`src/rtl/cpu6502_pkg.sv`:
```
// Shared encodings for the 6502 control sequencer: states, ALU codes, bus/select codes
// and the decoded-instruction record produced by opcode_decoder.
package cpu6502_pkg;

  typedef enum logic [3:0] {
    ST_RST, ST_FETCH, ST_IMM, ST_ZP, ST_ABS_LO, ST_ABS_HI,
    ST_MEM_RD, ST_MEM_WR, ST_IMPL, ST_HALT
  } state_e;

  localparam logic [2:0] ALU_ORA  = 3'b000;
  localparam logic [2:0] ALU_AND  = 3'b001;
  localparam logic [2:0] ALU_EOR  = 3'b010;
  localparam logic [2:0] ALU_ADC  = 3'b011;
  localparam logic [2:0] ALU_PASS = 3'b100;
  localparam logic [2:0] ALU_CMP  = 3'b110;
  localparam logic [2:0] ALU_SBC  = 3'b111;

  localparam logic [1:0] ASEL_A   = 2'b00;
  localparam logic [1:0] ASEL_X   = 2'b01;
  localparam logic [1:0] ASEL_Y   = 2'b10;
  localparam logic [1:0] ASEL_BUS = 2'b11;

  localparam logic [1:0] ADDR_PC  = 2'b00;
  localparam logic [1:0] ADDR_EA  = 2'b01;

  localparam logic RW_READ  = 1'b0;
  localparam logic RW_WRITE = 1'b1;

  localparam logic [7:0] OP_NOP = 8'hEA;

  typedef enum logic [1:0] {MODE_IMPL, MODE_IMM, MODE_ZP, MODE_ABS} mode_e;
  typedef enum logic [1:0] {REG_NONE, REG_A, REG_X, REG_Y} reg_e;

  typedef struct packed {
    mode_e      mode;
    logic [2:0] alu_op;
    reg_e       target;
    reg_e       source;
    logic       is_store;
    logic       is_cmp;
    logic       legal;
  } dec_t;

  function automatic logic [1:0] reg_to_asel(reg_e r);
    case (r)
      REG_X:   return ASEL_X;
      REG_Y:   return ASEL_Y;
      default: return ASEL_A;
    endcase
  endfunction

endpackage

```
`src/rtl/opcode_decoder.sv`:
```
// Combinational opcode classifier: addressing mode, ALU op and register routing.
// Illegal opcodes come out as an inert implied-mode record with legal=0.
module opcode_decoder
  import cpu6502_pkg::*;
#(
  parameter bit ENABLE_ABS = 1'b1
) (
  input  logic [7:0] ir,
  output dec_t       dec
);

  always_comb begin
    dec        = '0;
    dec.mode   = MODE_IMPL;
    dec.alu_op = ALU_PASS;
    dec.target = REG_NONE;
    dec.source = REG_NONE;
    if (ir == OP_NOP) begin
      dec.legal = 1'b1;
    end else if (ir[1:0] == 2'b01) begin
      case (ir[4:2])
        3'b010:  begin dec.mode = MODE_IMM; dec.legal = 1'b1; end
        3'b001:  begin dec.mode = MODE_ZP;  dec.legal = 1'b1; end
        3'b011:  begin dec.mode = MODE_ABS; dec.legal = 1'b1; end
        default: dec.legal = 1'b0;
      endcase
      // aaa doubles as the ALU code except for STA/LDA, which pass the bus through
      case (ir[7:5])
        3'b100: begin
          dec.is_store = 1'b1;
          dec.source   = REG_A;
          if (dec.mode == MODE_IMM) dec.legal = 1'b0;
        end
        3'b101: dec.target = REG_A;
        3'b110: begin dec.is_cmp = 1'b1; dec.alu_op = ALU_CMP; end
        default: begin dec.alu_op = ir[7:5]; dec.target = REG_A; end
      endcase
    end else begin
      case (ir)
        8'hA2: begin dec.legal = 1'b1; dec.mode = MODE_IMM; dec.target = REG_X; end
        8'hA6: begin dec.legal = 1'b1; dec.mode = MODE_ZP;  dec.target = REG_X; end
        8'hAE: begin dec.legal = 1'b1; dec.mode = MODE_ABS; dec.target = REG_X; end
        8'hA0: begin dec.legal = 1'b1; dec.mode = MODE_IMM; dec.target = REG_Y; end
        8'hA4: begin dec.legal = 1'b1; dec.mode = MODE_ZP;  dec.target = REG_Y; end
        8'hAC: begin dec.legal = 1'b1; dec.mode = MODE_ABS; dec.target = REG_Y; end
        8'h86: begin dec.legal = 1'b1; dec.mode = MODE_ZP;  dec.is_store = 1'b1; dec.source = REG_X; end
        8'h8E: begin dec.legal = 1'b1; dec.mode = MODE_ABS; dec.is_store = 1'b1; dec.source = REG_X; end
        8'h84: begin dec.legal = 1'b1; dec.mode = MODE_ZP;  dec.is_store = 1'b1; dec.source = REG_Y; end
        8'h8C: begin dec.legal = 1'b1; dec.mode = MODE_ABS; dec.is_store = 1'b1; dec.source = REG_Y; end
        default: dec.legal = 1'b0;
      endcase
    end
    if (!ENABLE_ABS && dec.mode == MODE_ABS) dec.legal = 1'b0;
    if (!dec.legal) begin
      dec.mode     = MODE_IMPL;
      dec.alu_op   = ALU_PASS;
      dec.target   = REG_NONE;
      dec.source   = REG_NONE;
      dec.is_store = 1'b0;
      dec.is_cmp   = 1'b0;
    end
  end

endmodule

```
`src/rtl/sequencing_control_unit.sv`:
```
// Multi-cycle 6502 control sequencer. Moore outputs from state + latched IR; every
// load/increment strobe is qualified by mem_ready so wait states never double-fire.
module sequencing_control_unit
  import cpu6502_pkg::*;
#(
  parameter int ALU_OP_W        = 3,
  parameter bit ENABLE_ABS      = 1'b1,
  parameter bit HALT_ON_ILLEGAL = 1'b1
) (
  input  logic                clk,
  input  logic                rst_n,
  input  logic                mem_ready,
  input  logic [7:0]          opcode,
  output logic                instruction_load,
  output logic                increment_pc,
  output logic                a_load,
  output logic                x_load,
  output logic                y_load,
  output logic                flags_load,
  output logic                addr_lo_load,
  output logic                addr_hi_load,
  output logic                addr_hi_clear,
  output logic                read_write,
  output logic [1:0]          address_select,
  output logic [1:0]          alu_select,
  output logic [ALU_OP_W-1:0] alu_opcode,
  output logic                sync,
  output logic                halted
);

  state_e     state_q, state_d;
  logic [7:0] ir_q, ir_d;
  dec_t       fdec, idec;

  // fdec steers the FETCH transition from the live bus; idec drives execution from IR
  opcode_decoder #(.ENABLE_ABS(ENABLE_ABS)) u_dec_fetch (.ir(opcode), .dec(fdec));
  opcode_decoder #(.ENABLE_ABS(ENABLE_ABS)) u_dec_ir    (.ir(ir_q),   .dec(idec));

  logic unused_dec;
  assign unused_dec = ^{fdec, idec};

  always_ff @(posedge clk or negedge rst_n) begin
    if (!rst_n) begin
      state_q <= ST_RST;
      ir_q    <= OP_NOP;
    end else begin
      state_q <= state_d;
      ir_q    <= ir_d;
    end
  end

  always_comb begin
    state_d = state_q;
    ir_d    = ir_q;
    case (state_q)
      ST_RST: state_d = ST_FETCH;
      ST_FETCH: if (mem_ready) begin
        ir_d = opcode;
        if (!fdec.legal) state_d = HALT_ON_ILLEGAL ? ST_HALT : ST_IMPL;
        else begin
          case (fdec.mode)
            MODE_IMM: state_d = ST_IMM;
            MODE_ZP:  state_d = ST_ZP;
            MODE_ABS: state_d = ST_ABS_LO;
            default:  state_d = ST_IMPL;
          endcase
        end
      end
      ST_ZP, ST_ABS_HI: if (mem_ready) state_d = idec.is_store ? ST_MEM_WR : ST_MEM_RD;
      ST_ABS_LO:        if (mem_ready) state_d = ST_ABS_HI;
      ST_IMM, ST_MEM_RD, ST_MEM_WR, ST_IMPL:
                        if (mem_ready) state_d = ST_FETCH;
      ST_HALT:          state_d = ST_HALT;
      default:          state_d = ST_RST;
    endcase
  end

  logic       ld_ir, inc, ld_a, ld_x, ld_y, ld_f, ld_lo, ld_hi, clr_hi, exec;
  logic [2:0] op3;

  always_comb begin
    ld_ir = 1'b0; inc = 1'b0; ld_lo = 1'b0; ld_hi = 1'b0; clr_hi = 1'b0; exec = 1'b0;
    read_write     = RW_READ;
    address_select = ADDR_PC;
    alu_select     = ASEL_A;
    op3            = ALU_PASS;
    sync           = 1'b0;
    halted         = 1'b0;
    case (state_q)
      ST_FETCH:  begin sync = 1'b1; ld_ir = 1'b1; inc = 1'b1; end
      ST_IMM:    begin inc = 1'b1; exec = 1'b1; end
      ST_ZP:     begin ld_lo = 1'b1; clr_hi = 1'b1; inc = 1'b1; end
      ST_ABS_LO: begin ld_lo = 1'b1; inc = 1'b1; end
      ST_ABS_HI: begin ld_hi = 1'b1; inc = 1'b1; end
      ST_MEM_RD: begin address_select = ADDR_EA; exec = 1'b1; end
      ST_MEM_WR: begin
        address_select = ADDR_EA;
        read_write     = RW_WRITE;
        alu_select     = reg_to_asel(idec.source);
      end
      ST_HALT:   halted = 1'b1;
      default:   ;
    endcase
    if (exec) begin
      alu_select = ASEL_BUS;
      op3        = idec.alu_op;
    end
  end

  assign ld_f = exec;
  assign ld_a = exec && idec.target == REG_A && !idec.is_cmp;
  assign ld_x = exec && idec.target == REG_X;
  assign ld_y = exec && idec.target == REG_Y;

  assign instruction_load = ld_ir  & mem_ready;
  assign increment_pc     = inc    & mem_ready;
  assign a_load           = ld_a   & mem_ready;
  assign x_load           = ld_x   & mem_ready;
  assign y_load           = ld_y   & mem_ready;
  assign flags_load       = ld_f   & mem_ready;
  assign addr_lo_load     = ld_lo  & mem_ready;
  assign addr_hi_load     = ld_hi  & mem_ready;
  assign addr_hi_clear    = clr_hi & mem_ready;
  assign alu_opcode       = ALU_OP_W'(op3);

endmodule

```
`config.mk`:
```
export PLATFORM = sky130hd
export DESIGN_NAME = sequencing_control_unit
export DESIGN_NICKNAME = d
export VERILOG_FILES = /design/src/rtl/cpu6502_pkg.sv /design/src/rtl/opcode_decoder.sv /design/src/rtl/sequencing_control_unit.sv
export SDC_FILE = /design/constraint.sdc
export NUM_CORES = 1
export LEC_CHECK = 0
export CAP_MARGIN = 25
export CORE_MARGIN = 3
export CORE_UTILIZATION = 35
export CTS_BUF_LIST = sky130_fd_sc_hd__clkbuf_4
export DETAILED_ROUTE_END_ITERATION = 10
export GPL_TIMING_DRIVEN = 0
export PLACE_DENSITY = 0.59
export SLEW_MARGIN = 20
export SYNTH_ARGS = -nofsm -noshare
export SYNTH_HDL_FRONTEND = slang
export SYNTH_HIERARCHICAL = 1
export SYNTH_SLANG_ARGS = --single-unit
```
`constraint.sdc`:
```
create_clock -name clk -period 3.45 [get_ports clk]
set_input_delay 0.345 -clock clk [delete_from_list [all_inputs] [get_ports clk]]
set_output_delay 0.345 -clock clk [all_outputs]
set_load 0.01 [all_outputs]
```
==> flow_summary_export.csv <==
group,metric,value,unit
run_status,status,"finished, final reports clean",
drt,vias,1044,
drt,vias_per_cell,5.019,
yosys,ys_warn_count,6,
die,core,3128,sq um
clocking,cts_htree_levels,1,
clocking,root_buffer,"clkbuf_4",
timing,rsz0062_at_grt,"false",
yosys,syn-num-nets,147,
timing,setup_violations,0,
worst_setup_path,end_kind,"output pin",
die,initial_core_util,37.56,%
worst_setup_path,r2r_slack,1.52,ns
final_layout,drive_above_1_share,22.56,%
die,die_area,4088,sq um
worst_setup_path,worstPathMaxFanout,6,
timing,hold_ws,0.3418,ns
clocking,cts_sinks,12,
clocking,postCtsSetupBuffers,0,
timing,setup_tns,0,ns
worst_setup_path,cp.arrival,2.46,ns
drt,first_pass_iters,4,
power_and_ir_drop,p_leak,0.5921,nW
placement,portBuffers,27,
worst_setup_path,crit_required,3.11,ns
clocking,clk_pin_slew,0.07,ns
yosys,synthCells,133,
clocking,ctsResizeCount,0,
die,rows,20,
timing,tightest_slew,0.5163,ns
die,io_pins,30,
final_layout,fillers,312,
timing,max_slew_margin,65.47,%
final_layout,area_delta_synth_final,29.93,%
drt,drtIter0Drc,23,
min_path,hp-class,"primary input to flop",
timing,finClkSkew,0.0006671,ns
final_layout,nNetsFinal,179,
power_and_ir_drop,total_power,665.4,uW
final_layout,num_antenna_cells,0,
timing,finalCriticalPeriod,2.804,ns
worst_setup_path,crit_type,"flop to output pin",
global_route,overflow,0,
drt,drt_drc_violations_left,0,
clocking,cts_max_path_buffers,2,
worst_setup_path,setup.worst_path.start_class,"flop",
clocking,numCtsBuffers,3,
power_and_ir_drop,ir_drop,135.9,uV
global_route,antenna_found_initial,0,
global_route,grt_pass1_vias,965,
timing,slew_viol_final,0,
clocking,clk_latency,0.26,ns
job,drv_cap,0,
clocking,cts_hold_buf,0,
global_route,grt_pass1_wl,4319,microns
placement,gp_congestion,0.7872,
drt,finalWirelength,2558,microns
die,die_w,63.94,microns
timing,timing.fmax,0.3567,GHz
yosys,synth_area,1175,sq um
timing,hold_violations,0,
drt,wl_per_cell,12.30,microns
clocking,cts_tree,"built",
global_route,grt_max_degree,13,
placement,place_hpwl,2103,microns
global_route,grt_usage,12.92,%
die,dieHeight,63.94,microns
yosys,syn_avg_cell_area,8.834,sq um
timing,fin_crit_sh,81.27,%
drt,ant_nets,0,
power_and_ir_drop,p_per_area,435.9,nW/um^2
[critical path, stage by stage (launching register included)]
cell,delay (ns)
dfstp_2,0.60
and4bb_1,0.20
nor3b_2,0.25
a21oi_1,0.07
a211oi_1,0.30
nand2_1,0.08
nor3_1,0.13
clkdlybuf4s50_1,0.56
[metal layers]
layer | vias up | share of wire, % | GRT usage (%) | wire length, microns
met2 | 18 | 45 | 21.16 | 1144
met1 | 488 | 51 | 17.66 | 1308
met4 | 0 | 1.1 | 4.313 | 27
li1 | 536 | - | - | -
met3 | 2 | 3.0 | 1.230 | 78
met5 | - | 0 | 0 | 0
[power by group]
part           internal (mW)  switching [mW]  leakage [nW]
Clock                 0.0417          0.0424        0.0154
Combinational          0.173           0.115         0.442
Sequential             0.215          0.0782         0.135
[area by class of cell]
type | instances | area (sq um) | area share, %
plain buffers | 8 | 48.80 | 3.197
clock buffers | 3 | 22.52 | 1.475
clock inverters | 1 | 3.754 | 0.2459
inverters | 5 | 18.77 | 1.230
multi-input cells | 108 | 800.8 | 52.46
flip-flops and latches | 12 | 306.5 | 20.08
well taps | 44 | 55.05 | 3.607
repair buffers | 27 | 270.3 | 17.70
[cells in the final DEF (no fill, tap or decap), drive strengths merged, types with 4 or more instances in the layout]
cell,count
nor4,4
nor2b,6
dfrtp,7
o21ai,4
and3,4
nor3,9
clkbuf,5
a21oi,9
and4bb,4
nand2b,11
inv,5
clkdlybuf4s50,27
nor2,11
buf,6
dfstp,5
mux2,8
nand2,8
[final timing paths]
path,cells past startpoint,end,startpoint
worst max register to register,7,state_q[0],ir_q[7]
worst max-delay path,7,a_load,ir_q[7]
worst min-delay path,2,state_q[1],mem_ready
max in group asynchronous,1,ir_q[6],rst_n
worst min register to register,1,ir_q[4],ir_q[4]
min in group asynchronous,1,state_q[3],rst_n
[flip-flops by register name, summed over array words and instances, names as in the netlist]
signal   flops
ir_q         8
state_q      4
[metrics by stage]
| stage | std cells | area [sq um] | setup WS [ns] | util [%] |
|---|---|---|---|---|
| global route | 208 | 1526 | 0.4344 | 48.80 |
| global placement | 204 | 1500 | 0.8274 | 47.96 |
| detailed placement | 204 | 1500 | 0.8108 | 47.96 |
| CTS | 208 | 1526 | 0.6148 | 48.80 |
| finish | 208 | 1526 | 0.6463 | 48.80 |
| floorplan | 133 | 1175 | 1.494 | - |
(Power assumes the default switching activity.)
==> RTL change 1: new RTL, same settings <==
`ENABLE_ABS` is set to 1'b1 in 2 places; all go to 1'b0.
--- a/src/rtl/opcode_decoder.sv
+++ b/src/rtl/opcode_decoder.sv
@@ -3,7 +3,7 @@
 module opcode_decoder
   import cpu6502_pkg::*;
 #(
-  parameter bit ENABLE_ABS = 1'b1
+  parameter bit ENABLE_ABS = 1'b0
 ) (
   input  logic [7:0] ir,
   output dec_t       dec
--- a/src/rtl/sequencing_control_unit.sv
+++ b/src/rtl/sequencing_control_unit.sv
@@ -4,7 +4,7 @@
   import cpu6502_pkg::*;
 #(
   parameter int ALU_OP_W        = 3,
-  parameter bit ENABLE_ABS      = 1'b1,
+  parameter bit ENABLE_ABS      = 1'b0,
   parameter bit HALT_ON_ILLEGAL = 1'b1
 ) (
   input  logic                clk,
Check against the original RTL: not equivalent (Yosys sat finds a counterexample within 4 cycles, from zero or initial values and one cycle with rst_n low).
==> RTL change 1 against the unedited design <==
Cell count is 0.96% higher; worst setup slack worse by 210 ps; register-to-register slack worse by 290 ps; sequential cell count stayed put; utilization rose by 0.071 points; via count is 2.5% higher; area after synthesis shrank 0.85%; critical path depth is the same; routed wire length increased by 5.1%; design area fell by 0.66%; global-route usage is 1.4 points higher; power rose by 13%; critical endpoint is now alu_select[1]; highest routed layer unchanged.
==> RTL change 1: results <==
export IMPL_wl_mm=2.69
export IMPL_startpoint="ir_q[6]$_DFFE_PN1P_"
export IMPL_leakage_nw=0.601
export IMPL_cp_top_family="compound AO/OA/AOI/OAI gates"
export IMPL_cts_buffers=3
export IMPL_grt_pass1_wl_mm=4.63
export IMPL_r2r_setup_slack_ps=1230
export IMPL_tightest_slew_ps=564
export IMPL_globalplace_congestion=0.740
export IMPL_grt_pass1_vias=1027
export IMPL_fin_nets=181
export IMPL_grt_total_usage_pct=14.3
export IMPL_initialDrtViolationCount=51
export IMPL_cp_endpoint="alu_select[1]"
export IMPL_vias_per_cell=5.10
export IMPL_drive_gt1_share_pct=19.9
export IMPL_cts_path_max_buffers=2
export IMPL_status="complete, no violations"
export IMPL_dp_hpwl_mm=2.17
export IMPL_syn_inst=135
export IMPL_crit_slowest_cell="dfstp_2"
export IMPL_cp_slowest_stage_delay_ps=580
export IMPL_syn_nets=149
export IMPL_antenna_found_initial=0
export IMPL_stdcell_count=210
export IMPL_min_path_type="in2reg"
==> RTL change 1: metrics by stage <==
stage | setup WS [ps] | power, W | area, µm² | util [%]
after floorplan | 1310 | 0.000558 | 1160 | -
after global placement | 668 | 0.000663 | 1490 | 48.0
after detailed placement | 625 | 0.000672 | 1490 | 48.0
after CTS | 433 | 0.000761 | 1520 | 48.9
after global routing | 149 | 0.000817 | 1520 | 48.9
final | 433 | 0.000754 | 1520 | 48.9
==> RTL change 1: layer usage <==
| layer | routed length, µm | vias up | track usage, % |
|---|---|---|---|
| li1 | - | 542 | - |
| met1 | 1270 | 499 | 19.1 |
| met2 | 1300 | 27 | 23.1 |
| met3 | 98 | 2 | 1.25 |
| met4 | 21 | 0 | 6.47 |
| met5 | 0 | - | 0 |
==> RTL change 1: how the worst min path moves through the flow <==
stage / to / from / cells past startpoint / slack (ps)
after global placement: ir_q[2]$_DFFE_PN0P_ / ir_q[2]$_DFFE_PN0P_ / 1 / 540
after CTS: state_q[1]$_DFFE_PN0P_ / mem_ready / 2 / 330
after global routing: state_q[1]$_DFFE_PN0P_ / mem_ready / 2 / 340
final: state_q[1]$_DFFE_PN0P_ / mem_ready / 2 / 340
after detailed placement: ir_q[2]$_DFFE_PN0P_ / ir_q[2]$_DFFE_PN0P_ / 1 / 540
after floorplan: ir_q[0]$_DFFE_PN0P_ / rst_n / 0 / 50
==> RTL change 1: final cells by class <==
cell class / instances / area, µm²
multi-input combinational: 108 / 783
timing repair buffer: 27 / 270
inverter: 7 / 26.3
clock inverter: 1 / 3.75
buffer: 8 / 48.8
sequential: 12 / 307
tap: 44 / 55.1
clock buffer: 3 / 22.5
fill: 325 / 1590
==> RTL change 1: where the power goes <==
| group | switching, W | internal [W] |
|---|---|---|
| Clock | 0.0000433 | 0.0000418 |
| Sequential | 0.0000675 | 0.000220 |
| Combinational | 0.000165 | 0.000217 |
==> RTL change 2: new RTL, same flow settings <==
Made on the original files. Reset style: synchronous (`rst_n`), changed in one clocked block.
--- a/src/rtl/sequencing_control_unit.sv
+++ b/src/rtl/sequencing_control_unit.sv
@@ -39,7 +39,7 @@
   logic unused_dec;
   assign unused_dec = ^{fdec, idec};
 
-  always_ff @(posedge clk or negedge rst_n) begin
+  always_ff @(posedge clk) begin
     if (!rst_n) begin
       state_q <= ST_RST;
       ir_q    <= OP_NOP;
Formal check against the unedited RTL: differs if rst_n is asserted again (counterexample within 4 cycles, from zero or initial values and one cycle with rst_n low); with rst_n held inactive, the same outputs for 10 cycles.
==> RTL change 2 against the unedited design <==
Via count is 14% higher; sequential cell count unchanged; cell count up 9.1%; count of clock-buffer cells in the layout stayed put; worst hold slack lost 16 ps; register-to-register slack gained 330 ps; area after synthesis increased by 1.5%; routed wire length rose by 11%; design area grew 1.1%; non-clock buffer count rose by 1; worst setup slack better by 99 ps.
Power is not compared: it rests on default switching activity, and its combinational part moved more than twofold at a synthesized area within 25%.
==> RTL change 2: results <==
export IMPL_grt_pass1_vias=1116
export IMPL_stdcell_count=227
export IMPL_syn_nets=166
export IMPL_cts_path_max_buffers=2
export IMPL_vias_per_cell=5.23
export IMPL_antenna_found_initial=0
export IMPL_cts_buffers=3
export IMPL_grt_pass1_wl_mm=4.83
export IMPL_worst_hold_slack_ps=326
export IMPL_cp_data_arrival_time_ps=2360
export IMPL_status="complete, no violations"
export IMPL_dp_cells=223
export IMPL_grt_start_max_net_pins=11
export IMPL_globalplace_congestion=0.891
export IMPL_syn_inst=152
export IMPL_diodes=0
export IMPL_cts_root_buf="clkbuf_4"
export IMPL_yosysWarnings=6
export IMPL_cts_tree="done"
export IMPL_fillers=329
export IMPL_cp_slowest_stage_delay_ps=560
export IMPL_grt_total_usage_pct=14.2
export IMPL_place_area_um2=1520
export IMPL_finClkSkew_ps=9.75
export IMPL_power_internal_w=0.000239
export IMPL_crit_slowest_cell="clkdlybuf4s50_1"
export IMPL_dp_hpwl_mm=2.29
export IMPL_seqPwrFrac_pct=45.3
export IMPL_crit_fanout=8
export IMPL_min_path_type="in2reg"
export IMPL_powerSeq_w=0.000157
export IMPL_fin_nets=198
export IMPL_drive_gt1_share_pct=18.0
export IMPL_initialDrtViolationCount=29
export IMPL_wl_per_cell_um=12.5
[RTL change 2: cell types whose count changed in the layout (fill, tap and decap cells not counted), moves of 7 or more]
| cell | unedited run | this run |
|---|---|---|
| nand3_1 | 1 | 15 |
| dfxtp_1 | 0 | 12 |
| o21ai_1 | 0 | 9 |
| mux2_4 | 8 | 0 |
| dfrtp_1 | 7 | 0 |
[RTL change 2: final cells by class]
class | instances | share of cell area (%)
multi-input cells | 126 | 55.1
flip-flops and latches | 12 | 15.6
clock inverters | 1 | 0.243
clock buffers | 3 | 1.46
plain buffers | 9 | 5.35
well taps | 44 | 3.57
repair buffers | 27 | 17.5
inverters | 5 | 1.22
[RTL change 2: final timing paths]
kind / startpoint / to / slack [ps] / depth (start not counted)
max: ir_q[5]$_SDFFE_PN1P_ / a_load / 750 / 7
min: rst_n / ir_q[1]$_SDFFE_PN1P_ / 330 / 2
max reg2reg: ir_q[7]$_SDFFE_PN1P_ / state_q[0]$_SDFFE_PN0P_ / 1850 / 7
min reg2reg: ir_q[3]$_SDFFE_PN1P_ / ir_q[3]$_SDFFE_PN1P_ / 530 / 2
[RTL change 2: critical path: cells and delay by family, from the launching register on]
family	cells	cell delay, ps
AND/OR/NAND/NOR	4	700
flip-flops	1	450
buffers and inverters	1	560
AO/OA/AOI/OAI	2	390
[RTL change 2: stage by stage]
step / utilization (%) / worst slack (ps)
floorplan: - / 1570
global placement: 48.1 / 853
detailed placement: 48.1 / 882
CTS: 49.0 / 706
global route: 49.0 / 496
finish: 49.0 / 745
[RTL change 2: routing by layer]
metal / vias to the layer above / global-route usage, % / wire [µm]
li1: 610 / - / -
met3: 4 / 1.76 / 136
met1: 546 / 18.8 / 1360
met2: 28 / 23.1 / 1290
met5: - / 0 / 0
met4: 0 / 6.07 / 43
